==> src/rtl/serial_addsub_if.sv <==
// Request/result bundle for the bit-serial adder/subtractor.
// The master drives the operands and start; the slave returns the result and status.
interface serial_addsub_if #(
  parameter int unsigned N = 4
);
  logic         start;
  logic         mode;
  logic [N-1:0] a;
  logic [N-1:0] b;
  logic [N-1:0] sum;
  logic         cout;
  logic         ovf;
  logic         busy;
  logic         done;

  modport master (
    output start, mode, a, b,
    input  sum, cout, ovf, busy, done
  );

  modport slave (
    input  start, mode, a, b,
    output sum, cout, ovf, busy, done
  );
endinterface

==> src/rtl/serial_addsub.sv <==
// Bit-serial N-bit adder/subtractor: one full adder, LSB first, one bit per clock.
// Results are loaded only on the completing edge and held until the next completion.
module serial_addsub #(
  parameter int unsigned N = 4
) (
  input logic            clk,
  input logic            rst_n,
  serial_addsub_if.slave bus
);
  localparam int unsigned CW = (N > 1) ? $clog2(N) : 1;
  localparam logic [CW-1:0] LastBit = CW'(N - 1);
  localparam logic [CW-1:0] PreLast = CW'(N - 2);

  typedef enum logic [1:0] {StIdle, StRun, StDone} state_e;

  state_e        state_q, state_d;
  logic [N-1:0]  a_sh, b_sh;
  logic [N-2:0]  res_sh;
  logic [CW-1:0] cnt_q;
  logic          mode_q, carry_q, cmsb_q;
  logic [N-1:0]  sum_q;
  logic          cout_q, ovf_q;

  logic          bx, fa_s, fa_c, last;
  logic [N-1:0]  res_d;

  assign last  = (cnt_q == LastBit);
  assign bx    = b_sh[0] ^ mode_q;
  assign fa_s  = a_sh[0] ^ bx ^ carry_q;
  assign fa_c  = (a_sh[0] & bx) | (a_sh[0] & carry_q) | (bx & carry_q);
  assign res_d = {fa_s, res_sh};

  always_comb begin
    state_d = state_q;
    case (state_q)
      StIdle:  if (bus.start) state_d = StRun;
      StRun:   if (last) state_d = StDone;
      StDone:  state_d = StIdle;
      default: state_d = StIdle;
    endcase
  end

  always_ff @(posedge clk or negedge rst_n) begin
    if (!rst_n) begin
      state_q <= StIdle;
    end else begin
      state_q <= state_d;
    end
  end

  always_ff @(posedge clk or negedge rst_n) begin
    if (!rst_n) begin
      a_sh    <= '0;
      b_sh    <= '0;
      res_sh  <= '0;
      cnt_q   <= '0;
      mode_q  <= 1'b0;
      carry_q <= 1'b0;
      cmsb_q  <= 1'b0;
      sum_q   <= '0;
      cout_q  <= 1'b0;
      ovf_q   <= 1'b0;
    end else begin
      case (state_q)
        StIdle: begin
          if (bus.start) begin
            a_sh    <= bus.a;
            b_sh    <= bus.b;
            mode_q  <= bus.mode;
            // Subtract is a + ~b + 1: the +1 enters as the initial carry.
            carry_q <= bus.mode;
            cnt_q   <= '0;
          end
        end
        StRun: begin
          a_sh    <= a_sh >> 1;
          b_sh    <= b_sh >> 1;
          res_sh  <= res_d[N-1:1];
          carry_q <= fa_c;
          // Carry out of bit N-2 is the carry into the MSB, needed for overflow.
          if (cnt_q == PreLast) cmsb_q <= fa_c;
          if (last) begin
            sum_q  <= res_d;
            cout_q <= fa_c;
            ovf_q  <= ((N == 2) ? carry_q : cmsb_q) ^ fa_c;
          end else begin
            cnt_q <= cnt_q + 1'b1;
          end
        end
        default: ;
      endcase
    end
  end

  assign bus.sum  = sum_q;
  assign bus.cout = cout_q;
  assign bus.ovf  = ovf_q;
  assign bus.busy = (state_q == StRun);
  assign bus.done = (state_q == StDone);
endmodule

==> src/flat_wrapper.sv <==
// flat-port wrapper written by rule: the top's interface ports become plain ports
module serial_addsub_flat 
#(
  parameter int unsigned N = 4
)
  (clk, rst_n, bus_start, bus_mode, bus_a, bus_b, bus_sum, bus_cout, bus_ovf, bus_busy, bus_done);
  serial_addsub_if #(.N(N)) bus_i ();
  input logic clk;
  input logic rst_n;
  input wire logic [$bits(bus_i.start)-1:0] bus_start;
  input wire logic [$bits(bus_i.mode)-1:0] bus_mode;
  input wire logic [$bits(bus_i.a)-1:0] bus_a;
  input wire logic [$bits(bus_i.b)-1:0] bus_b;
  output wire logic [$bits(bus_i.sum)-1:0] bus_sum;
  output wire logic [$bits(bus_i.cout)-1:0] bus_cout;
  output wire logic [$bits(bus_i.ovf)-1:0] bus_ovf;
  output wire logic [$bits(bus_i.busy)-1:0] bus_busy;
  output wire logic [$bits(bus_i.done)-1:0] bus_done;
  assign bus_i.start = bus_start;
  assign bus_i.mode = bus_mode;
  assign bus_i.a = bus_a;
  assign bus_i.b = bus_b;
  assign bus_sum = bus_i.sum;
  assign bus_cout = bus_i.cout;
  assign bus_ovf = bus_i.ovf;
  assign bus_busy = bus_i.busy;
  assign bus_done = bus_i.done;
  serial_addsub #(.N(N)) u_core (.clk(clk), .rst_n(rst_n), .bus(bus_i));
endmodule
==> config.mk <==
export PLATFORM = sky130hd
export DESIGN_NAME = serial_addsub_flat
export DESIGN_NICKNAME = d
export VERILOG_FILES = /design/src/rtl/serial_addsub_if.sv /design/src/rtl/serial_addsub.sv /design/src/flat_wrapper.sv
export SDC_FILE = /design/constraint.sdc
export NUM_CORES = 1
export LEC_CHECK = 0
export BUFFER_PORTS_ARGS = -buffer_cell sky130_fd_sc_hd__buf_2
export CAP_MARGIN = 40
export CORE_ASPECT_RATIO = 1.5
export CORE_MARGIN = 1
export CORE_UTILIZATION = 51
export CTS_BUF_LIST = sky130_fd_sc_hd__clkbuf_4 sky130_fd_sc_hd__clkbuf_8
export DETAILED_ROUTE_END_ITERATION = 8
export GPL_ROUTABILITY_DRIVEN = 0
export PLACE_DENSITY_LB_ADDON = 0.1
export SETUP_SLACK_MARGIN = 0.5
export SYNTH_ARGS = -nofsm -noshare
export SYNTH_HDL_FRONTEND = slang
export SYNTH_SLANG_ARGS = --single-unit
==> constraint.sdc <==
create_clock -name clk -period 1.4 [get_ports clk]
set_input_delay 0.07 -clock clk [delete_from_list [all_inputs] [get_ports clk]]
set_output_delay 0.07 -clock clk [all_outputs]
set_load 0.05 [all_outputs]
### After elaboration in Yosys (flattened, before gate mapping)

Index checks and enable logic that the tools add are counted.

* word-level logic and storage cells: 48
* register bits after elaboration: 24
* input bits: 12
* output and inout port bits: 8

* muxes and demuxes: 12
* eq/ne operators: 7
* bitwise logic cells: 9
* add/subtract/negate cells: 1
* reduce and logical (&&, ||, !) cells: 8

Operators by type and width (number)
* 4-bit one-hot mux with 2 select lines: 2
* 2-bit AND reduction: 5
* 2-bit two-way mux: 4
* 4-bit two-way mux: 2
* 2-bit one-hot mux with 2 select lines: 2
* 2-bit equality test (second input constant): 3
* 2-bit != test (second input constant): 2
* 1-bit bitwise XOR: 4
* 1-bit bitwise AND: 3
* 3-bit AND reduction: 1
* 2-bit by 1-bit adder with 2-bit output (second input constant): 1
* 2-bit by 1-bit equality test with 1-bit output (second input constant): 1
* 2-bit logical NOT: 1
* 2-bit by 1-bit != test with 1-bit output (second input constant): 1
* 1-bit OR: 2
* 1-bit one-hot mux with 2 select lines: 1
* 2-bit nonzero test: 1
* 1-bit two-way mux: 1

### Logic depth before layout (Yosys ltp)

Gate-level depths: netlist of the first run.

* depth in word-level cells: 5
* depth in mapped cells: 5
* mapped depth without buffers: 5

### Worst setup path after synthesis of the first run

No wires, ideal clock.

* kind: register to register
* start point: register u_core.b_sh[0]
* end point: register u_core.ovf_q, in the netlist u_core.bus.ovf
* arrival time: 1.218 ns
* required time: 1.317 ns
* cell stages (with the launch flop): 5
* setup slack: 0.100 ns
* path buffers: 0
* library setup time: 0.083 ns
* period minus slack after synthesis: 1.300 ns
* path through: dfrtp_1 -> xnor2_1 -> fa_1 -> xor2_1 -> o21ai_0

* cells in the longest elaborated chain, start to end: 5
* elaborated cells between the ends (all ways): 6
* classes of those cells: bitwise (6)

Ends and longest elaborated chain
* from (decl): line serial_addsub.sv:17 `logic [N-1:0] a_sh, b_sh;`
* from (signal assigned): line serial_addsub.sv:68 `b_sh <= bus.b;`
* from (signal assigned): line serial_addsub.sv:77 `b_sh <= b_sh >> 1;`
* 1-bit bitwise XOR *: line serial_addsub.sv:28 `assign bx = b_sh[0] ^ mode_q;`
* 1-bit bitwise AND: line serial_addsub.sv:30 `assign fa_c = (a_sh[0] & bx) | (a_sh[0] & carry_q) | (bx & carry_q);`
* 1-bit OR: line serial_addsub.sv:30
* 1-bit OR *: line serial_addsub.sv:30
* 1-bit bitwise XOR *: line serial_addsub.sv:85 `ovf_q <= ((N == 2) ? carry_q : cmsb_q) ^ fa_c;`
* to (signal assigned): line serial_addsub.sv:85
* to (decl): line serial_addsub.sv:22 `logic cout_q, ovf_q;`

Mark *: on every way between the ends. The rest lies on a longest branch, timed or not.
A chain may end at the register's enable or synchronous reset.

### Final worst setup path of the first run

* start point: register u_core.b_sh[0]
* end point: register u_core.cmsb_q

* cells in the longest elaborated chain, start to end: 4
* elaborated cells between the ends (all ways): 5
* classes of those cells: bitwise (5)

Ends and longest elaborated chain
* 1-bit bitwise XOR *: line serial_addsub.sv:28
* 1-bit bitwise AND: line serial_addsub.sv:30
* 1-bit OR: line serial_addsub.sv:30
* 1-bit OR *: line serial_addsub.sv:30
* to (signal assigned): line serial_addsub.sv:59 `cmsb_q <= 1'b0;`
* to (signal assigned): line serial_addsub.sv:81 `if (cnt_q == PreLast) cmsb_q <= fa_c;`
* to (decl): line serial_addsub.sv:20 `logic mode_q, carry_q, cmsb_q;`

Marks and branches as above.

==> results of run 1 <==
[layer usage]
layer  up-vias  global-route usage (%)  share of wire, %
li1        442                       -                 -
met1       473                    31.8                39
met2        42                    40.8                55
met3         6                    2.26               3.7
met4         0                    10.0               1.9
met5         -                       0                 0
[what timing repair did]
action / 4_1_cts / 5_1_grt
pin swaps: 13 / 14
resized for setup: 39 / 36
setup buffers: 19 / 5
hold buffers: 2 / 0
setup endpoints to repair: 32 / 32
endpoints found under the hold margin: 25 / 0
[state kept, by name, summed over array words and instances (netlist names)]
register         count
u_core.a_sh          4
u_core.b_sh          4
u_core.bus.cout      1
u_core.bus.ovf       1
u_core.bus.sum       4
u_core.carry_q       1
u_core.cmsb_q        1
u_core.cnt_q         2
u_core.mode_q        1
u_core.res_sh        3
u_core.state_q       2
[power by group]
part | total, W | internal (W) | switching (W)
sequential | 0.00140 | 0.00104 | 0.000366
combinational | 0.00322 | 0.00165 | 0.00157
clock | 0.000294 | 0.000101 | 0.000194
[cells in the mapped netlist]
cell type	instances	area [um^2]
dfrtp_1	24	601
o22ai_1	12	75.1
inv_1	9	33.8
a21oi_1	7	35.0
o21ai_0	6	30.0
nand2_1	5	18.8
buf_6	3	33.8
mux2_1	3	33.8
nor2_1	3	11.3
a2bb2oi_1	2	17.5
ha_1	2	25.0
mux2_4	2	30.0
nand2b_1	2	12.5
nor3_1	2	10.0
o31ai_1	2	15.0
a221o_1	1	10.0
a22o_2	1	10.0
fa_1	1	20.0
mux2_2	1	11.3
nand2b_2	1	8.76
nand2b_4	1	13.8
nand3b_4	1	20.0
nor2_4	1	11.3
o2bb2ai_1	1	8.76
or2_1	1	6.26
xnor2_1	1	8.76
xor2_1	1	8.76
[kinds of logic after synthesis]
family	Yosys count
adders and majority gates	3
xor gates and xnor gates	2
buffers and inverters	12
DFF	24
and+or+nand+nor	17
AOI/OAI and AO/OA	32
muxes	6
[cell type report]
type / count / area [um^2] / area share [%]
Inverter: 9 / 41.3 / 2.25
Sequential cell: 24 / 606 / 33.1
Timing Repair Buffer: 49 / 440 / 24.0
Tap cell: 22 / 27.5 / 1.50
Multi-Input combinational cell: 60 / 694 / 37.9
Clock buffer: 3 / 22.5 / 1.23
[metrics by stage]
step / TNS [ps] / power, W / utilization [%] / hold slack [ps]
CTS: 0 / 0.00418 / 79.2 / 4.59
global route: -35.1 / 0.00518 / 89.3 / 13.5
floorplan: 0 / 0.00279 / - / -226
detailed placement: 0 / 0.00316 / 62.9 / 78.7
global placement: 0 / 0.00309 / 62.9 / 77.6
finish: 0 / 0.00492 / 89.3 / 21.7
[worst max path at each step]
stage | endpoint | depth (start not counted) | startpoint | slack [ps]
after global routing | u_core.mode_q$_DFFE_PN0P_ | 4 | u_core.state_q[1]$_DFFE_PN0P_ | -20
final | u_core.cmsb_q$_DFFE_PN0P_ | 4 | u_core.b_sh[0]$_DFFE_PN0P_ | 9
after global placement | u_core.carry_q$_DFFE_PN0P_ | 4 | u_core.b_sh[0]$_DFFE_PN0P_ | 100
after CTS | u_core.carry_q$_DFFE_PN0P_ | 4 | u_core.b_sh[0]$_DFFE_PN0P_ | 50
after floorplan | u_core.carry_q$_DFFE_PN0P_ | 4 | u_core.mode_q$_DFFE_PN0P_ | 140
after detailed placement | u_core.carry_q$_DFFE_PN0P_ | 4 | u_core.mode_q$_DFFE_PN0P_ | 50
==> impl_metrics.ini, run 1 <==
[setup_path]
timing.rr.end = u_core.cmsb_q$_DFFE_PN0P_
path_delay_family = flip-flops
crit_type = flip-flop to flip-flop
critPathSlowestCell = dfrtp_1
cpPeakStageDelay_ps = 440
rr_startpoint = u_core.b_sh[0]$_DFFE_PN0P_
critical_path_required_ps = 1620
critical_path.endpoint_type = flip-flop
crit_fanout = 3
cp.arrival_ps = 1620
regToRegSetupSlack_ps = 9
startpoint_type = flip-flop
crit_path_cell_trace = xnor2_2, fa_2, buf_4, o31ai_2
cp_num_buf_inv = 1
ff2ff_path_depth = 4

[grt]
grt_pass1_wl_um = 3970
grt_start_max_net_pins = 25
antenna_found_initial = 0
grt-ovfl-total = 0
grtUsageTotal_pct = 24.6
grt_pass1_vias = 870

[power_and_ir_drop]
peakVddDrop_uv = 1670
leakagePower_nw = 0.832
powerDensity_nw_per_um2 = 2680

[floorplanning]
die_h_um = 59.4
core-area_um2 = 2050
core.rowCount = 20
start_util_pct = 54.6
dieArea_um2 = 2390
die_w_um = 40.3
ios = 20

[timing]
setup_viol = 0
worst_pin_slew_ps = 534
min_period_ps = 1390
timing.final.ws_setup_ps = 8.76
drv_slew = 0
final_hold_viol_count = 0
min_period_over_period_pct = 99.4
grt_setup_unrepaired = true
relSlewSlack_pct = 64.4
max_freq_mhz = 719
skew_ps = 2.85

[synthesis]
muxShareOfSynthArea_pct = 6.70
avgSynthCellArea_um2 = 11.7
netlist_instances = 96
synthAdderAreaFrac_pct = 4.02
synth_xor_area_share_pct = 1.56
yosysSeqAreaShare_pct = 53.6
synth_top_family_by_area = compound AO/OA/AOI/OAI gates
yosys.area_share.simple_pct = 10.1
synth_cell_types = 27
yosysWarnings = 0
synth_compound_area_share_pct = 18.0
synth_area_um2 = 1120
syn-num-nets = 111
ys_ff_latch = 24

[worst_hold_path]
hold_path_depth = 2
min_from = bus_mode
hp-class = input port to flip-flop
holdPathEnd = u_core.mode_q$_DFFE_PN0P_

[drt]
first_iter_violations = 40
routed_via_density = 5.77
firstDrtPassIters = 4
drt_wl_total_um = 3170
wl_per_cell_um = 19.0
vias = 963
ant_nets = 0
remaining_drc_errors = 0

[outcome]
status = finished, final reports clean

[placement]
placed_cells = 138
dpl_worst_slack_ps = 53.9
portBuffers = 19
placed_cell_area_um2 = 1290
hpwlAfterDp_um = 1540

[finish]
stdcell_area_um2 = 1830
fin_nets = 162
antenna_cells = 0
final_common_cell = dfrtp_1
final_cell_mix = dfrtp_1, buf_6, buf_4, buf_2
layout-area-overhead-vs-synth_pct = 63.6
instances_no_fill = 167
fill_cells = 86
drive_above_1_share_pct = 69.0

[cts]
max-clock-path-buffers = 2
cts_buffers = 3
cts-root-buf = clkbuf_4
cts_max_level = 1
clk_latency_ps = 310
clk_pin_slew_worst_paths_ps = 120
clock_sinks = 24
cts_tree = done

[run]
maxCapViolCount = 0
(Power assumes the default switching activity.)
==> run 2: changes to the inputs <==
--- a/config.mk
+++ b/config.mk
@@ -5,13 +5,12 @@
 export SDC_FILE = /design/constraint.sdc
 export NUM_CORES = 1
 export LEC_CHECK = 0
-export BUFFER_PORTS_ARGS = -buffer_cell sky130_fd_sc_hd__buf_2
 export CAP_MARGIN = 40
-export CORE_ASPECT_RATIO = 1.5
 export CORE_MARGIN = 1
-export CORE_UTILIZATION = 51
+export CORE_UTILIZATION = 58
 export CTS_BUF_LIST = sky130_fd_sc_hd__clkbuf_4 sky130_fd_sc_hd__clkbuf_8
 export DETAILED_ROUTE_END_ITERATION = 8
+export DONT_BUFFER_PORTS = 1
 export GPL_ROUTABILITY_DRIVEN = 0
 export PLACE_DENSITY_LB_ADDON = 0.1
 export SETUP_SLACK_MARGIN = 0.5
==> run 2 against run 1 <==
The run now fails in global routing. Synthesized cell count is the same. Area after synthesis is the same.
==> impl_metrics.ini, run 2 <==
[outcome]
status = stopped before the end
lastStage = global routing
error = [ERROR DPL-0038] Utilization greater than 100%, impossible to legalize

[synthesis]
yosysWarnings = 0
ys_ff_latch = 24
synthAdderAreaFrac_pct = 4.02
avgSynthCellArea_um2 = 11.7
synth_edf_count = 0
synthTopCellsByArea = dfrtp_1, o22ai_1, a21oi_1
yosysTopAreaCell = dfrtp_1
synthFlopType = dfrtp_1
synth-async-reset-ratio_pct = 100
netlist_instances = 96
synth_cell_types = 27
synth_xor_area_share_pct = 1.56
muxShareOfSynthArea_pct = 6.70
yosysSeqAreaShare_pct = 53.6
syn-num-nets = 111
ys_top_cells_by_count = dfrtp_1, o22ai_1, inv_1
yosys.area_share.simple_pct = 10.1
synth.most_common_cell = dfrtp_1
synth_top_family_by_area = compound AO/OA/AOI/OAI gates
synth_area_um2 = 1120
synth_compound_area_share_pct = 18.0
yosys.area.top_type_share_pct = 53.6

[placement]
hpwlAfterDp_um = 1440
portBuffers = 0

[cts]
cts_buffers = 3
cts_max_level = 1
clock_sinks = 24
max-clock-path-buffers = 2
cts-root-buf = clkbuf_4

[grt]
grt_start_max_net_pins = 25

[floorplanning]
ios = 20
core.rowCount = 15
die_w_um = 45.9
die_h_um = 45.9
start_util_pct = 63.5

[timing]
crit_endpoint = u_core.carry_q$_DFFE_PN0P_/D
worst-ep-kind = register data pin
run 2: cell counts after synthesis:
No cell type changed its count.
run 2: through the flow:
step	worst slack (ps)	instance area (um^2)	hold WS (ps)	utilization, %	std cells
4_1_cts	37.7	1640	50.1	93.0	157
3_3_place_gp	104	1240	-225	70.1	127
3_5_place_dp	43.8	1240	-225	70.1	127
2_1_floorplan	144	1170	-226	-	96
run 2: cell families after synthesis:
logic type	count (synthesis)
and+or+nand+nor	17
adders and majority gates	3
AOI/OAI and AO/OA	32
xor gates and xnor gates	2
buffers and inverters	12
DFF	24
muxes	6
run 2: repair_timing:
item / in CTS
pin swaps: 16
endpoints found under the setup margin: 32
hold buffers: 11
cloned: 1
setup buffers: 14
endpoints found under the hold margin: 35
gates resized for setup: 33
==> run 3: changes to the inputs <==
==> config.mk (replaced) <==
export PLATFORM = sky130hd
export DESIGN_NAME = serial_addsub_flat
export DESIGN_NICKNAME = d
export VERILOG_FILES = /design/src/rtl/serial_addsub_if.sv /design/src/rtl/serial_addsub.sv /design/src/flat_wrapper.sv
export SDC_FILE = /design/constraint.sdc
export NUM_CORES = 1
export LEC_CHECK = 0
export CAP_MARGIN = 40
export CORE_AREA = 2 2 63 65
export DETAILED_ROUTE_END_ITERATION = 8
export DIE_AREA = 0 0 65 67
export DONT_BUFFER_PORTS = 1
export GPL_ROUTABILITY_DRIVEN = 0
export PLACE_DENSITY_LB_ADDON = 0.15
export SYNTH_ARGS = -nofsm -noshare
export SYNTH_HDL_FRONTEND = slang
export SYNTH_SLANG_ARGS = --single-unit
==> constraint.sdc (replaced) <==
create_clock -name clk -period 1.8 [get_ports clk]
set_input_delay 0.09 -clock clk [delete_from_list [all_inputs] [get_ports clk]]
set_output_delay 0.09 -clock clk [all_outputs]
set_load 0.05 [all_outputs]
==> run 3 against run 2 <==
The flow now finishes without violations.
==> impl_metrics.ini, run 3 (synthesized netlist as in run 1, its figures left out) <==
[finish]
layout-area-overhead-vs-synth_pct = 14.7
drive_above_1_share_pct = 13.6
antenna_cells = 0
final_common_cell = dfrtp_1
fin_nets = 119
utilization_pct = 35.6
final_cell_mix = dfrtp_1, o22ai_1, inv_1, a21oi_1, o21ai_0

[floorplanning]
ios = 20
dieArea_um2 = 4360
die_w_um = 65
core-area_um2 = 3610
die_h_um = 67
core.rowCount = 22
start_util_pct = 31.1

[power_and_ir_drop]
peakVddDrop_uv = 852
powerDensity_nw_per_um2 = 2080
leakagePower_nw = 0.583

[outcome]
status = finished, final reports clean

[cts]
cts-root-buf = clkbuf_8
clk_pin_slew_worst_paths_ps = 80
max-clock-path-buffers = 2
cts_tree = done
cts_max_level = 1
clock_sinks = 24
cts_buffers = 3
ctsResizeCount = 0
clk_latency_ps = 270

[worst_hold_path]
hp-class = input port to flip-flop
hold_path_depth = 2

[setup_path]
ff2ff_path_depth = 4
startpoint_type = flip-flop
critical_path.endpoint_type = output pin
critical_path_required_ps = 1710
cp.arrival_ps = 1470
crit_type = flip-flop to output pin
crit_fanout = 12

[drt]
drt_wl_total_um = 2200
first_iter_violations = 42
ant_nets = 0
wl_per_cell_um = 14.5
firstDrtPassIters = 4
vias = 755
remaining_drc_errors = 0
routed_via_density = 5.00

[timing]
max_freq_mhz = 641
skew_ps = 3.46
grt_setup_unrepaired = false
timing.final.ws_setup_ps = 239
drv_slew = 0
worst_pin_slew_ps = 479
min_period_ps = 1560
tns_ps = 0
min_period_over_period_pct = 86.7
final_hold_viol_count = 0
setup_viol = 0
relSlewSlack_pct = 68.1

[placement]
portBuffers = 0
hpwlAfterDp_um = 1550
dpl_worst_slack_ps = 400

[grt]
grtUsageTotal_pct = 11.5
grt_start_max_net_pins = 25
grt_pass1_vias = 794
antenna_found_initial = 0
grt-ovfl-total = 0
grt_pass1_wl_um = 3800

[run]
maxCapViolCount = 0
==> run 3: report_power, final <==
| group | internal, W | leakage, nW | switching, W |
|---|---|---|---|
| clock | 0.000298 | 0.0357 | 0.000180 |
| combinational | 0.000440 | 0.256 | 0.000503 |
| sequential | 0.000796 | 0.292 | 0.000461 |
==> run 3: critical path, stage by stage, from the launching register on <==
cell	delay [ps]
dfrtp_1	630
nand2b_4	190
inv_1	370
==> run 3: per-stage QoR <==
| step | hold slack, ps | instances | area (um^2) | power [W] |
|---|---|---|---|---|
| finish | 26.2 | 151 | 1280 | 0.00268 |
| global route | 37.2 | 151 | 1280 | 0.00289 |
| CTS | 19.5 | 151 | 1280 | 0.00270 |
| detailed placement | -205 | 142 | 1150 | 0.00220 |
| global placement | -205 | 142 | 1150 | 0.00219 |
| floorplan | -206 | 96 | 1120 | 0.00205 |
==> run 3: cell type report <==
class / instances / area, um^2
Multi-Input combinational cell: 60 / 452
Clock inverter: 1 / 30.0
Timing Repair Buffer: 6 / 67.6
Sequential cell: 24 / 601
Fill cell: 367 / 2320
Clock buffer: 3 / 41.3
Inverter: 9 / 33.8
Tap cell: 48 / 60.1
==> run 3: timing repair <==
action,4_1_cts,5_1_grt
hold endpoints to repair,28,0
hold buffers,5,0
buffers inserted,0,0
==> run 3: worst paths after layout <==
| kind | start | endpoint | slack, ps |
|---|---|---|---|
| worst max-delay path | u_core.state_q[0]$_DFFE_PN0P_ | bus_busy | 240 |
| worst min-delay path | bus_start | u_core.state_q[0]$_DFFE_PN0P_ | 30 |
| worst max register to register | u_core.b_sh[0]$_DFFE_PN0P_ | u_core.bus.ovf$_DFFE_PN0P_ | 390 |
| worst min register to register | u_core.res_sh[0]$_DFFE_PN0N_ | u_core.bus.sum[0]$_DFFE_PN0P_ | 500 |
| max in group asynchronous | rst_n | u_core.a_sh[1]$_DFFE_PN0P_ | 1420 |
| min in group asynchronous | rst_n | u_core.bus.cout$_DFFE_PN0P_ | 230 |
==> run 3: routing by layer <==
metal	global-route usage, %	share of wire, %	up-vias	wire length (um)
li1	-	-	360	-
met1	14.6	48	368	1060
met2	17.9	42	25	929
met3	5.41	8.9	2	195
met4	2.13	0.46	0	10
met5	0	0	-	0
==> run 4: changes to the inputs <==
--- a/config.mk
+++ b/config.mk
@@ -7,6 +7,7 @@
 export LEC_CHECK = 0
 export CAP_MARGIN = 40
 export CORE_AREA = 2 2 63 65
+export CTS_BUF_LIST = sky130_fd_sc_hd__clkbuf_2
 export DETAILED_ROUTE_END_ITERATION = 8
 export DIE_AREA = 0 0 65 67
 export DONT_BUFFER_PORTS = 1
==> run 4 against run 3 <==
Sequential cell count unchanged. Fmax decreased by 7.3%. Clock power down 24%. Worst hold slack better by 15 ps. Die area unchanged. Critical path type unchanged.
==> impl_metrics.ini, run 4 (synthesized netlist as in run 1, its figures left out) <==
[drt]
remaining_drc_errors = 0
maxUsedRoutingLayer = met4
ant_nets = 0
first_iter_violations = 24
wl_met3_um = 148
routed_via_density = 4.94
drt_wl_total_um = 2290
firstDrtPassIters = 4
wl_per_cell_um = 14.5
vias = 780
dr_wl_met2_um = 1020
drt-met1-wl_um = 1110

[floorplanning]
core-area_um2 = 3610
core.rowCount = 22
dieArea_um2 = 4360
die_w_um = 65
ios = 20
die_h_um = 67
start_util_pct = 31.1

[setup_path]
cpPeakStageDelay_ps = 680
crit_path_cell_trace = nand2b_4, inv_1
crit_type = flip-flop to output pin
crit_fanout = 12
cp_num_buf_inv = 1
cp.arrival_ps = 1590
critPathSlowestCell = dfrtp_1
critical_path.endpoint_type = output pin
path_delay_family = flip-flops
critical_path_required_ps = 1710
startpoint_type = flip-flop

[timing]
relSlewSlack_pct = 68.0
min_period_ps = 1680
setup_viol = 0
worst_pin_slew_ps = 479
final_hold_viol_count = 0
grt_setup_unrepaired = false
max_freq_mhz = 594
min_period_over_period_pct = 93.6
drv_slew = 0
skew_ps = 8.26
tns_ps = 0

[finish]
fin_nets = 126
final_cell_mix = dfrtp_1, o22ai_1, dlygate4sd3_1, inv_1, a21oi_1
final_common_cell = dfrtp_1
layout-area-overhead-vs-synth_pct = 18.7
antenna_cells = 0
instances_no_fill = 158
drive_above_1_share_pct = 12.7

[grt]
grt_pass1_vias = 803
grt_pass1_wl_um = 3970
grtUsageTotal_pct = 12.0
grt-ovfl-total = 0
antenna_found_initial = 0
grt_start_max_net_pins = 25

[cts]
max-clock-path-buffers = 2
cts-root-buf = clkbuf_2
ctsResizeCount = 0
cts_tree = done
cts_buffers = 3
clk_latency_ps = 350
clk_pin_slew_worst_paths_ps = 240
cts_max_level = 1
clock_sinks = 24

[power_and_ir_drop]
leakagePower_nw = 0.604
powerDensity_nw_per_um2 = 1940
clkPwrFrac_pct = 14.1
swShare_pct = 44.3
switchingPower_w = 0.00114
peakVddDrop_uv = 817
power_frac_seq_pct = 48.6
intPower_w = 0.00143
power_frac_comb_pct = 37.3

[placement]
hpwlAfterDp_um = 1550
portBuffers = 0
placed_cells = 142

[worst_hold_path]
hp-class = input port to flip-flop

[outcome]
status = finished, final reports clean

[run]
maxCapViolCount = 0
[run 4: cell types whose count changed in the layout (fill, tap and decap cells not counted), sizes merged]
cell / before / now
dlygate4sd3: 4 / 11
[run 4: metal layers]
layer	vias to the layer above	track usage, %
met5	-	0
met4	0	1.60
met3	2	4.39
met2	23	20.2
met1	378	15.1
li1	377	-
[run 4: repair_timing]
item | CTS | global route
hold endpoints to repair | 35 | 0
setup buffers | 0 | 0
hold buffers | 12 | 0
endpoints found under the setup margin | 0 | 0
[run 4: worst paths after layout]
kind                                                     from                            end  slack, ps  cells after the start
worst max-delay path            u_core.state_q[0]$_DFFE_PN0P_                       bus_busy        120                      2
worst min-delay path                                bus_start    u_core.cnt_q[1]$_DFFE_PN0P_         40                      3
worst max register to register     u_core.b_sh[0]$_DFFE_PN0P_     u_core.bus.ovf$_DFFE_PN0P_        370                      4
worst min register to register   u_core.res_sh[0]$_DFFE_PN0N_  u_core.bus.sum[0]$_DFFE_PN0P_        530                      1
max in group asynchronous                               rst_n     u_core.a_sh[1]$_DFFE_PN0P_       1540                      2
min in group asynchronous                               rst_n    u_core.bus.cout$_DFFE_PN0P_        110                      2
[run 4: cell type report]
| cell class | instances | area, um^2 |
|---|---|---|
| timing repair buffer | 13 | 138 |
| clock buffer | 3 | 15.0 |
| fill | 365 | 2280 |
| multi-input combinational | 60 | 452 |
| tap | 48 | 60.1 |
| inverter | 9 | 33.8 |
| sequential | 24 | 601 |
| clock inverter | 1 | 30.0 |
[run 4: worst reg2reg max path, delay by kind of cell (launching register included)]
| kind | cells | cell delay, ps |
|---|---|---|
| xor+xnor | 2 | 340 |
| compound gates | 1 | 130 |
| flops | 1 | 470 |
| fa+ha+maj | 1 | 450 |
[run 4: power groups by stage]
| stage | Clock [W] | Combinational [W] | Sequential (W) |
|---|---|---|---|
| 2_1_floorplan | 0 | 0.000885 | 0.00117 |
| 3_3_place_gp | 0 | 0.000920 | 0.00127 |
| 3_5_place_dp | 0 | 0.000924 | 0.00127 |
| 4_1_cts | 0.000375 | 0.000965 | 0.00126 |
| 5_1_grt | 0.000409 | 0.00108 | 0.00130 |
| 6_report | 0.000364 | 0.000960 | 0.00125 |
[run 4: metrics by stage]
stage / setup WS [ps] / util [%] / instance area (um^2) / hold slack [ps] / power [W]
after floorplan: 500 / - / 1120 / -206 / 0.00205
after global routing: 20.9 / 36.8 / 1330 / 2.86 / 0.00279
after global placement: 414 / 32.0 / 1150 / -205 / 0.00219
after detailed placement: 400 / 32.0 / 1150 / -205 / 0.00220
after CTS: 99.8 / 36.8 / 1330 / 21.3 / 0.00260
final: 116 / 36.8 / 1330 / 41.2 / 0.00258
